--- src/rtl/riscv_wb_if.sv ---
// MEM->WB stage bundle: MEM-stage fields and data-memory word in, register-file write port and retire count out.
// The master drives the MEM-stage side. The slave is the writeback stage.
interface riscv_wb_if #(
  parameter int XLEN      = 32,
  parameter int INSTRET_W = 64
);
  logic                 i_wb_stall;
  logic                 i_wb_flush;
  logic                 i_wb_valid;
  logic                 i_wb_reg_write;
  logic [1:0]           i_wb_result_src;
  logic [4:0]           i_wb_rd_addr;
  logic [2:0]           i_wb_funct3;
  logic [XLEN-1:0]      i_wb_alu_result;
  logic [XLEN-1:0]      i_wb_pc_plus4;
  logic [XLEN-1:0]      i_wb_rdata;
  logic                 o_wb_reg_write;
  logic [4:0]           o_wb_rd_addr;
  logic [XLEN-1:0]      o_wb_rd_data;
  logic                 o_wb_load_misaligned;
  logic [INSTRET_W-1:0] o_wb_instret;

  modport master (
    output i_wb_stall, i_wb_flush, i_wb_valid, i_wb_reg_write, i_wb_result_src,
           i_wb_rd_addr, i_wb_funct3, i_wb_alu_result, i_wb_pc_plus4, i_wb_rdata,
    input  o_wb_reg_write, o_wb_rd_addr, o_wb_rd_data, o_wb_load_misaligned, o_wb_instret
  );

  modport slave (
    input  i_wb_stall, i_wb_flush, i_wb_valid, i_wb_reg_write, i_wb_result_src,
           i_wb_rd_addr, i_wb_funct3, i_wb_alu_result, i_wb_pc_plus4, i_wb_rdata,
    output o_wb_reg_write, o_wb_rd_addr, o_wb_rd_data, o_wb_load_misaligned, o_wb_instret
  );
endinterface

--- src/rtl/riscv_wb.sv ---
// RV32I writeback stage: the MEM/WB register, load align/extend, result mux, rd write port and 64-bit instret.
// Outputs appear 1 cycle after MEM capture. Stall holds the stage. Flush loads a bubble.
module riscv_wb #(
  parameter int XLEN      = 32,
  parameter int INSTRET_W = 64
) (
  input logic      i_clk,
  input logic      i_rstn,
  riscv_wb_if.slave wb
);
  logic                 valid_q;
  logic                 reg_write_q;
  logic [1:0]           src_q;
  logic [4:0]           rd_q;
  logic [2:0]           funct3_q;
  logic [XLEN-1:0]      alu_q;
  logic [XLEN-1:0]      pc4_q;
  logic [INSTRET_W-1:0] instret;

  logic [1:0]      off;
  logic [7:0]      byte_sel;
  logic [15:0]     half_sel;
  logic [XLEN-1:0] load_data;
  logic            misaligned;
  logic            load_misaligned;
  logic [XLEN-1:0] result;

  always_ff @(posedge i_clk or negedge i_rstn) begin
    if (!i_rstn) begin
      valid_q     <= 1'b0;
      reg_write_q <= 1'b0;
      src_q       <= '0;
      rd_q        <= '0;
      funct3_q    <= '0;
      alu_q       <= '0;
      pc4_q       <= '0;
    end else if (wb.i_wb_flush) begin
      valid_q     <= 1'b0;
      reg_write_q <= 1'b0;
      src_q       <= '0;
      rd_q        <= '0;
      funct3_q    <= '0;
      alu_q       <= '0;
      pc4_q       <= '0;
    end else if (!wb.i_wb_stall) begin
      valid_q     <= wb.i_wb_valid;
      reg_write_q <= wb.i_wb_reg_write;
      src_q       <= wb.i_wb_result_src;
      rd_q        <= wb.i_wb_rd_addr;
      funct3_q    <= wb.i_wb_funct3;
      alu_q       <= wb.i_wb_alu_result;
      pc4_q       <= wb.i_wb_pc_plus4;
    end
  end

  assign off      = alu_q[1:0];
  assign byte_sel = wb.i_wb_rdata[{off, 3'b000} +: 8];
  assign half_sel = off[1] ? wb.i_wb_rdata[31:16] : wb.i_wb_rdata[15:0];

  // Unused funct3 encodings fall back to word behaviour, including its alignment rule.
  always_comb begin
    load_data  = wb.i_wb_rdata;
    misaligned = (off != 2'b00);
    case (funct3_q)
      3'b000: begin
        load_data  = {{(XLEN-8){byte_sel[7]}}, byte_sel};
        misaligned = 1'b0;
      end
      3'b100: begin
        load_data  = {{(XLEN-8){1'b0}}, byte_sel};
        misaligned = 1'b0;
      end
      3'b001: begin
        load_data  = {{(XLEN-16){half_sel[15]}}, half_sel};
        misaligned = off[0];
      end
      3'b101: begin
        load_data  = {{(XLEN-16){1'b0}}, half_sel};
        misaligned = off[0];
      end
      default: ;
    endcase
  end

  always_comb begin
    result = alu_q;
    case (src_q)
      2'b01:   result = load_data;
      2'b10:   result = pc4_q;
      default: result = alu_q;
    endcase
  end

  assign load_misaligned = valid_q & (src_q == 2'b01) & misaligned;

  // Retirement follows the instruction already in WB, so a flush of the incoming slot doesn't cancel it.
  always_ff @(posedge i_clk or negedge i_rstn) begin
    if (!i_rstn)
      instret <= '0;
    else if (valid_q && !wb.i_wb_stall && !load_misaligned)
      instret <= instret + 1'b1;
  end

  assign wb.o_wb_reg_write       = valid_q & reg_write_q & (rd_q != 5'd0) & ~load_misaligned;
  assign wb.o_wb_rd_addr         = rd_q;
  assign wb.o_wb_rd_data         = result;
  assign wb.o_wb_load_misaligned = load_misaligned;
  assign wb.o_wb_instret         = instret;
endmodule

--- src/flat_wrapper.sv ---
// flat-port wrapper written by rule: the top's interface ports become plain ports
module riscv_wb_flat 
#(
  parameter int XLEN      = 32,
  parameter int INSTRET_W = 64
)
  (i_clk, i_rstn, wb_i_wb_stall, wb_i_wb_flush, wb_i_wb_valid, wb_i_wb_reg_write, wb_i_wb_result_src, wb_i_wb_rd_addr, wb_i_wb_funct3, wb_i_wb_alu_result, wb_i_wb_pc_plus4, wb_i_wb_rdata, wb_o_wb_reg_write, wb_o_wb_rd_addr, wb_o_wb_rd_data, wb_o_wb_load_misaligned, wb_o_wb_instret);
  riscv_wb_if #(.XLEN(XLEN), .INSTRET_W(INSTRET_W)) wb_i ();
  input logic i_clk;
  input logic i_rstn;
  input wire logic [$bits(wb_i.i_wb_stall)-1:0] wb_i_wb_stall;
  input wire logic [$bits(wb_i.i_wb_flush)-1:0] wb_i_wb_flush;
  input wire logic [$bits(wb_i.i_wb_valid)-1:0] wb_i_wb_valid;
  input wire logic [$bits(wb_i.i_wb_reg_write)-1:0] wb_i_wb_reg_write;
  input wire logic [$bits(wb_i.i_wb_result_src)-1:0] wb_i_wb_result_src;
  input wire logic [$bits(wb_i.i_wb_rd_addr)-1:0] wb_i_wb_rd_addr;
  input wire logic [$bits(wb_i.i_wb_funct3)-1:0] wb_i_wb_funct3;
  input wire logic [$bits(wb_i.i_wb_alu_result)-1:0] wb_i_wb_alu_result;
  input wire logic [$bits(wb_i.i_wb_pc_plus4)-1:0] wb_i_wb_pc_plus4;
  input wire logic [$bits(wb_i.i_wb_rdata)-1:0] wb_i_wb_rdata;
  output wire logic [$bits(wb_i.o_wb_reg_write)-1:0] wb_o_wb_reg_write;
  output wire logic [$bits(wb_i.o_wb_rd_addr)-1:0] wb_o_wb_rd_addr;
  output wire logic [$bits(wb_i.o_wb_rd_data)-1:0] wb_o_wb_rd_data;
  output wire logic [$bits(wb_i.o_wb_load_misaligned)-1:0] wb_o_wb_load_misaligned;
  output wire logic [$bits(wb_i.o_wb_instret)-1:0] wb_o_wb_instret;
  assign wb_i.i_wb_stall = wb_i_wb_stall;
  assign wb_i.i_wb_flush = wb_i_wb_flush;
  assign wb_i.i_wb_valid = wb_i_wb_valid;
  assign wb_i.i_wb_reg_write = wb_i_wb_reg_write;
  assign wb_i.i_wb_result_src = wb_i_wb_result_src;
  assign wb_i.i_wb_rd_addr = wb_i_wb_rd_addr;
  assign wb_i.i_wb_funct3 = wb_i_wb_funct3;
  assign wb_i.i_wb_alu_result = wb_i_wb_alu_result;
  assign wb_i.i_wb_pc_plus4 = wb_i_wb_pc_plus4;
  assign wb_i.i_wb_rdata = wb_i_wb_rdata;
  assign wb_o_wb_reg_write = wb_i.o_wb_reg_write;
  assign wb_o_wb_rd_addr = wb_i.o_wb_rd_addr;
  assign wb_o_wb_rd_data = wb_i.o_wb_rd_data;
  assign wb_o_wb_load_misaligned = wb_i.o_wb_load_misaligned;
  assign wb_o_wb_instret = wb_i.o_wb_instret;
  riscv_wb #(.XLEN(XLEN), .INSTRET_W(INSTRET_W)) u_core (.i_clk(i_clk), .i_rstn(i_rstn), .wb(wb_i));
endmodule
--- config.mk ---
export PLATFORM = sky130hd
export DESIGN_NAME = riscv_wb_flat
export DESIGN_NICKNAME = d
export VERILOG_FILES = /design/src/rtl/riscv_wb_if.sv /design/src/rtl/riscv_wb.sv /design/src/flat_wrapper.sv
export SDC_FILE = /design/constraint.sdc
export NUM_CORES = 1
export LEC_CHECK = 0
export ABC_AREA = 1
export BUFFER_PORTS_ARGS = -buffer_cell sky130_fd_sc_hd__clkbuf_2
export CAP_MARGIN = 40
export CORE_MARGIN = 2
export CORE_UTILIZATION = 45
export CTS_BUF_LIST = sky130_fd_sc_hd__clkbuf_4 sky130_fd_sc_hd__clkbuf_8
export DETAILED_ROUTE_END_ITERATION = 7
export GPL_TIMING_DRIVEN = 0
export HOLD_SLACK_MARGIN = 0.12
export PLACE_DENSITY = 0.71
export SETUP_SLACK_MARGIN = 0.02
export SLEW_MARGIN = 20
export SYNTH_ARGS = -nofsm -noshare
export SYNTH_HDL_FRONTEND = slang
export SYNTH_SLANG_ARGS = --single-unit
--- constraint.sdc ---
create_clock -name i_clk -period 2.58 [get_ports i_clk]
set_input_delay 0.387 -clock i_clk [delete_from_list [all_inputs] [get_ports i_clk]]
set_output_delay 0.387 -clock i_clk [all_outputs]
set_load 0.02 [all_outputs]
# After elaboration in Yosys (flattened, before gate mapping)
# Cells that the tools add are included.
# word_totals
input_bits	112
wordCells	49
ff_bits	140
output_inout_bits	103
# op_classes
n_eq_ne	6
n_addsub	1
n_bitwise	6
n_shift	1
n_reduce_logical	9
mux	18
# ops
cell	count
32-bit two-way mux	4
32-bit case mux with 4 select lines	1
64-bit by 1-bit adder with 64-bit output (second input constant)	1
32-bit case mux with 2 select lines	1
32-bit by 6-bit variable part select with 8-bit output	1
16-bit two-way mux	1
5-bit two-way mux	2
3-bit equality test (second input constant)	2
3-bit two-way mux	2
1-bit AND	5
5-bit nonzero test	1
1-bit two-way mux	4
2-bit two-way mux	2
2-bit OR reduction	2
3-bit by 1-bit equality test with 1-bit output (second input constant)	1
3-bit zero test	1
2-bit by 1-bit equality test with 1-bit output (second input constant)	1
2-bit equality test (second input constant)	1
1-bit logical AND	2
1-bit zero test	2
2-bit by 1-bit inequality test with 1-bit output (second input constant)	1
1-bit case mux with 2 select lines	1
2-bit nonzero test	1
1-bit NOT	1

# Logic depth before layout (Yosys ltp)
# depth
ltp_word	6
mapped_depth	12

# Least setup slack after synthesis
# Ideal clock, no wire load.
# synth_path
kind	register to output
from	reg u_core.funct3_q[1]
to	out wb_o_wb_rd_data[17]
t_arrival_ps	1611
n_path_buf	1
slack_ps	582
required_time_ps	2193
path_stages_with_launch	9
cell_sequence	dfrtp_1 -> nor2_4 -> inv_1 -> nor2_1 -> nand2_2 -> nand2_2 -> buf_6 -> nand2_1 -> a21oi_1
# synth_via
elab_chain_len	3
word_cells_on_any_way	6
classes_between	3 x eq/ne; 2 x mux; 1 x reduce/logical
# synth_rtl
item	line_no	source
start, declared	riscv_wb.sv:15	logic [2:0] funct3_q;
start signal, assigned	riscv_wb.sv:50	funct3_q <= wb.i_wb_funct3;
3-bit equality test, or another cell as far along	riscv_wb.sv:64	case (funct3_q)
32-bit case mux with 4 select lines (*)	riscv_wb.sv:64	
32-bit case mux with 2 select lines (*)	riscv_wb.sv:87	case (src_q)
end, declared	flat_wrapper.sv:23	output wire logic [$bits(wb_i.o_wb_rd_data)-1:0] wb_o_wb_rd_data;
# Mark *: on every way between the ends. The rest lies on a longest branch, timed or not.

# Final worst setup path
# layout_path
from	reg u_core.alu_q[1]
to	out wb_o_wb_rd_data[20]
# layout_via
elab_chain_len	3
word_cells_on_any_way	4
classes_between	1 x shift; 3 x mux
# layout_rtl
item	line_no	source
start, declared	riscv_wb.sv:16	logic [XLEN-1:0] alu_q;
start signal, assigned	riscv_wb.sv:51	alu_q <= wb.i_wb_alu_result;
32-bit by 6-bit variable part select with 8-bit output or 16-bit two-way mux (tied branches)	riscv_wb.sv:57, riscv_wb.sv:58	
32-bit case mux with 4 select lines (*)	riscv_wb.sv:64	
32-bit case mux with 2 select lines (*)	riscv_wb.sv:87	
# Marked as above.

==> impl_metrics.toml <==
[sta]
finalMaxSlewViolations = 0
fmax_mhz = 397
finalCriticalPeriod_ps = 2520
final_hold_viol_count = 0
skew_ps = 17.8
fin_crit_sh_pct = 97.5
relSlewSlack_pct = 53.9
worst_slew_pin_slew_ps = 686
grt_setup_unrepaired = "yes"
setup_violations = 0
tns_ps = 0

[die]
coreArea_sq_um = 18100
die_area_sq_um = 19700
num_rows = 49
pin_count = 215
die_w_um = 140
start_util_pct = 46.2
die_h_um = 140

[power_and_ir_drop]
p_leak_nw = 5.12
p_int_mw = 3.69
power_frac_seq_pct = 43.3
switching_share_pct = 34.8
pwr-share-comb_pct = 24.4
switching_power_mw = 1.97
p_per_area_nw_per_um2 = 540
pwr-share-clk_pct = 32.3
ir_drop_mv = 0.496

[critical_path]
critPathKind = "flop to primary output"
cp-start-kind = "flop"
timing.rr.start = "u_core.wb.o_wb_instret[0]"
cp_max_fo = 8
cp-end-kind = "primary output"
cp_num_buf_inv = 3
crit_start = "u_core.alu_q[1]"
cp_data_arrival_time_ps = 2130
cpMaxStageDelayCell = "dfrtp_1"
max_stage_delay_ps = 390
crit_family = "simple AND/OR/NAND/NOR gates"
required_ps = 2190
path_cells = "buf_6 -> nor2_2 -> a21oi_4 -> nand2_1 -> nand2_2 -> nand2_4 -> nand2_4 -> buf_6 -> nand2_2 -> a21oi_2 -> clkbuf_8"

[route]
avgViaCountPerCell = 5.47
drc_errors = 0
wirelength_um = 31000
wl_per_cell_um = 18.5
drt_iter0_markers = 625
antenna_left = 0
vias = 9173
dr.pass1.iters = 5

[logic_synthesis]
yosys_warnings = 0
synthDistinctLibCells = 32
synth_top_cell_area_share_pct = 42.0
synth_edf_count = 0
synthArstFlopShare_pct = 100
ys.flop_type = "dfrtp_1"
ys_top_cells_by_area = "dfrtp_1 42%, nand2_1 15%, nor2_1 8.3%"
synth_top_area_cell = "dfrtp_1"
syn_area_per_cell_sq_um = 7.02
syn_area_sq_um = 8350
syn_nets = 1305
seq_area_frac_synth_pct = 42.0
ys_seq_elements = 140
synthesis.instances = 1190

[finish]
utilization_pct = 57.8
final_layout_size_suffix_gt1_share_pct = 23.6
nets = 1550
syn2layout_area_growth_pct = 25.3
finalNonFillerCells = 1678

[placed_design]
hpwlAfterDp_um = 24600
dpl.cell_count = 1633
numPortBuffers = 213
gp_congestion = 0.956

[cts]
numCtsBuffers = 17
clkTransAtPathRegs_ps = 90
htree_levels = 4
cts_sinks = 140
root_buffer = "clkbuf_8"
cts.path.max_buffers = 2
clock_latency_ps = 460
cts_tree = "done"

[worst_hold_path]
hold_class = "primary input to flop"
min_from = "wb_i_wb_alu_result[9]"

[global_route]
top_usage_layer = "met2"
globalRouteMet1Util_pct = 40.3
grtUsageMet3_pct = 5.61
grtUsageMet2_pct = 53.5
antenna_found_initial = 1
grt_pass1_wl_um = 47500
grt_max_degree = 74
grt_pass1_vias = 8606
grtUsageTotal_pct = 31.3
grt_overflow = 0

[status]
outcome = "complete, no violations"

[run]
max_cap_violations = 0
-- cells in the final DEF (no fill, tap or decap), drive strengths merged --
| cell | synthesis | layout |
|---|---|---|
| nand2 | 330 | 330 |
| clkbuf | 40 | 251 |
| nor2 | 200 | 200 |
| dfrtp | 140 | 140 |
| nand3 | 134 | 134 |
| inv | 92 | 93 |
| o21ai | 74 | 74 |
| a21oi | 60 | 60 |
| buf | 13 | 45 |
| nand4 | 22 | 22 |
| xor2 | 19 | 19 |
| nor3 | 15 | 15 |
| o22ai | 14 | 14 |
| xnor2 | 13 | 13 |
| a22oi | 8 | 8 |
| clkinv | 0 | 8 |
| nand3b | 7 | 7 |
| nor3b | 3 | 3 |
| ha | 3 | 3 |
| clkinvlp | 0 | 3 |
| a31oi | 2 | 2 |
| bufinv | 0 | 2 |
| diode | 0 | 1 |
| a21boi | 1 | 1 |
| dlygate4sd3 | 0 | 1 |
-- per-layer routing --
layer	up-vias	share of wire [%]
met4	0	2.9
met5	-	0
met1	4321	41
met3	56	7.1
met2	427	49
li1	4369	-
-- worst register-to-register path, delay by kind of cell, from the launching register on --
kind | cells | cell delay (ps)
fa+ha+maj | 1 | 220
simple gates | 5 | 950
buf+inv | 1 | 80
flops | 1 | 430
compound gates | 1 | 200
-- cell type report --
class / instances / area [sq um]
Timing Repair Buffer: 227 / 1260
Sequential cell: 140 / 3510
Multi-Input combinational cell: 905 / 4400
Clock inverter: 14 / 146
Buffer: 52 / 268
Clock buffer: 18 / 248
Inverter: 92 / 348
Fill cell: 1794 / 7620
Antenna cell: 1 / 2.50
Tap cell: 229 / 287
-- cell usage after synthesis, types with 5 or more instances --
cell	n
o22ai_1	14
a22oi_1	8
clkbuf_1	40
nor3_1	10
nand2_1	323
a21oi_1	59
nor2_4	9
xor2_1	19
inv_1	91
nand2_2	5
o21ai_0	71
dfrtp_1	140
nor3_2	5
xnor2_1	13
nor2_2	6
nand3b_1	7
nor2_1	185
nand3_1	131
buf_1	7
nand4_1	22
-- stage by stage --
stage	worst slack (ps)	power, mW	hold WS (ps)	instance area, sq um
after CTS	20.3	5.56	143	10300
after global placement	-1260	3.70	485	9700
after floorplan	582	3.17	91.4	8350
after global routing	-10.3	5.89	157	10500
final	64.0	5.65	155	10500
after detailed placement	150	3.71	432	9740
-- logic make-up after synthesis --
logic type                 share of synthesized area, %
buffers and inverters                              6.83
DFF                                                42.0
xor gates and xnor gates                           3.36
AOI/OAI and AO/OA                                  10.2
adders and majority gates                         0.450
and+or+nand+nor                                    37.2
-- sequential cells by signal (all words and copies together), names as in the netlist --
| signal | count |
|---|---|
| u_core.pc4_q | 32 |
| u_core.alu_q | 32 |
| u_core.src_q | 2 |
| u_core.valid_q | 1 |
| u_core.reg_write_q | 1 |
| u_core.funct3_q | 3 |
| u_core.wb.o_wb_instret | 64 |
| u_core.wb.o_wb_rd_addr | 5 |
-- path summary, 6_finish.rpt --
| path | endpoint | slack [ps] | cells after the start |
|---|---|---|---|
| worst max-delay path | wb_o_wb_rd_data[20] | 60 | 11 |
| worst max register to register | u_core.wb.o_wb_instret[42] | 590 | 8 |
| min in group asynchronous | u_core.alu_q[3] | 490 | 2 |
| worst min register to register | u_core.pc4_q[25] | 520 | 2 |
| max in group asynchronous | u_core.wb.o_wb_instret[25] | 1300 | 3 |
| worst min-delay path | u_core.alu_q[9] | 150 | 3 |
-- power groups by stage --
stage                     Sequential [mW]  Clock [mW]  Combinational [mW]
final                                2.45        1.82                1.38
after detailed placement             2.49           0                1.22
after global routing                 2.46        1.93                1.49
after CTS                            2.44        1.83                1.28
after floorplan                      2.51           0               0.654
after global placement               2.49           0                1.21
-- repair_timing --
action | 4_1_cts | 5_1_grt
setup buffers | 3 | 8
cloned | 0 | 1
endpoints found under the hold margin | 67 | 0
pin swaps | 4 | 10
endpoints found under the setup margin | 32 | 32
resized for setup | 40 | 67
hold buffers | 1 | 0
Power figures use the tool's default switching activity.
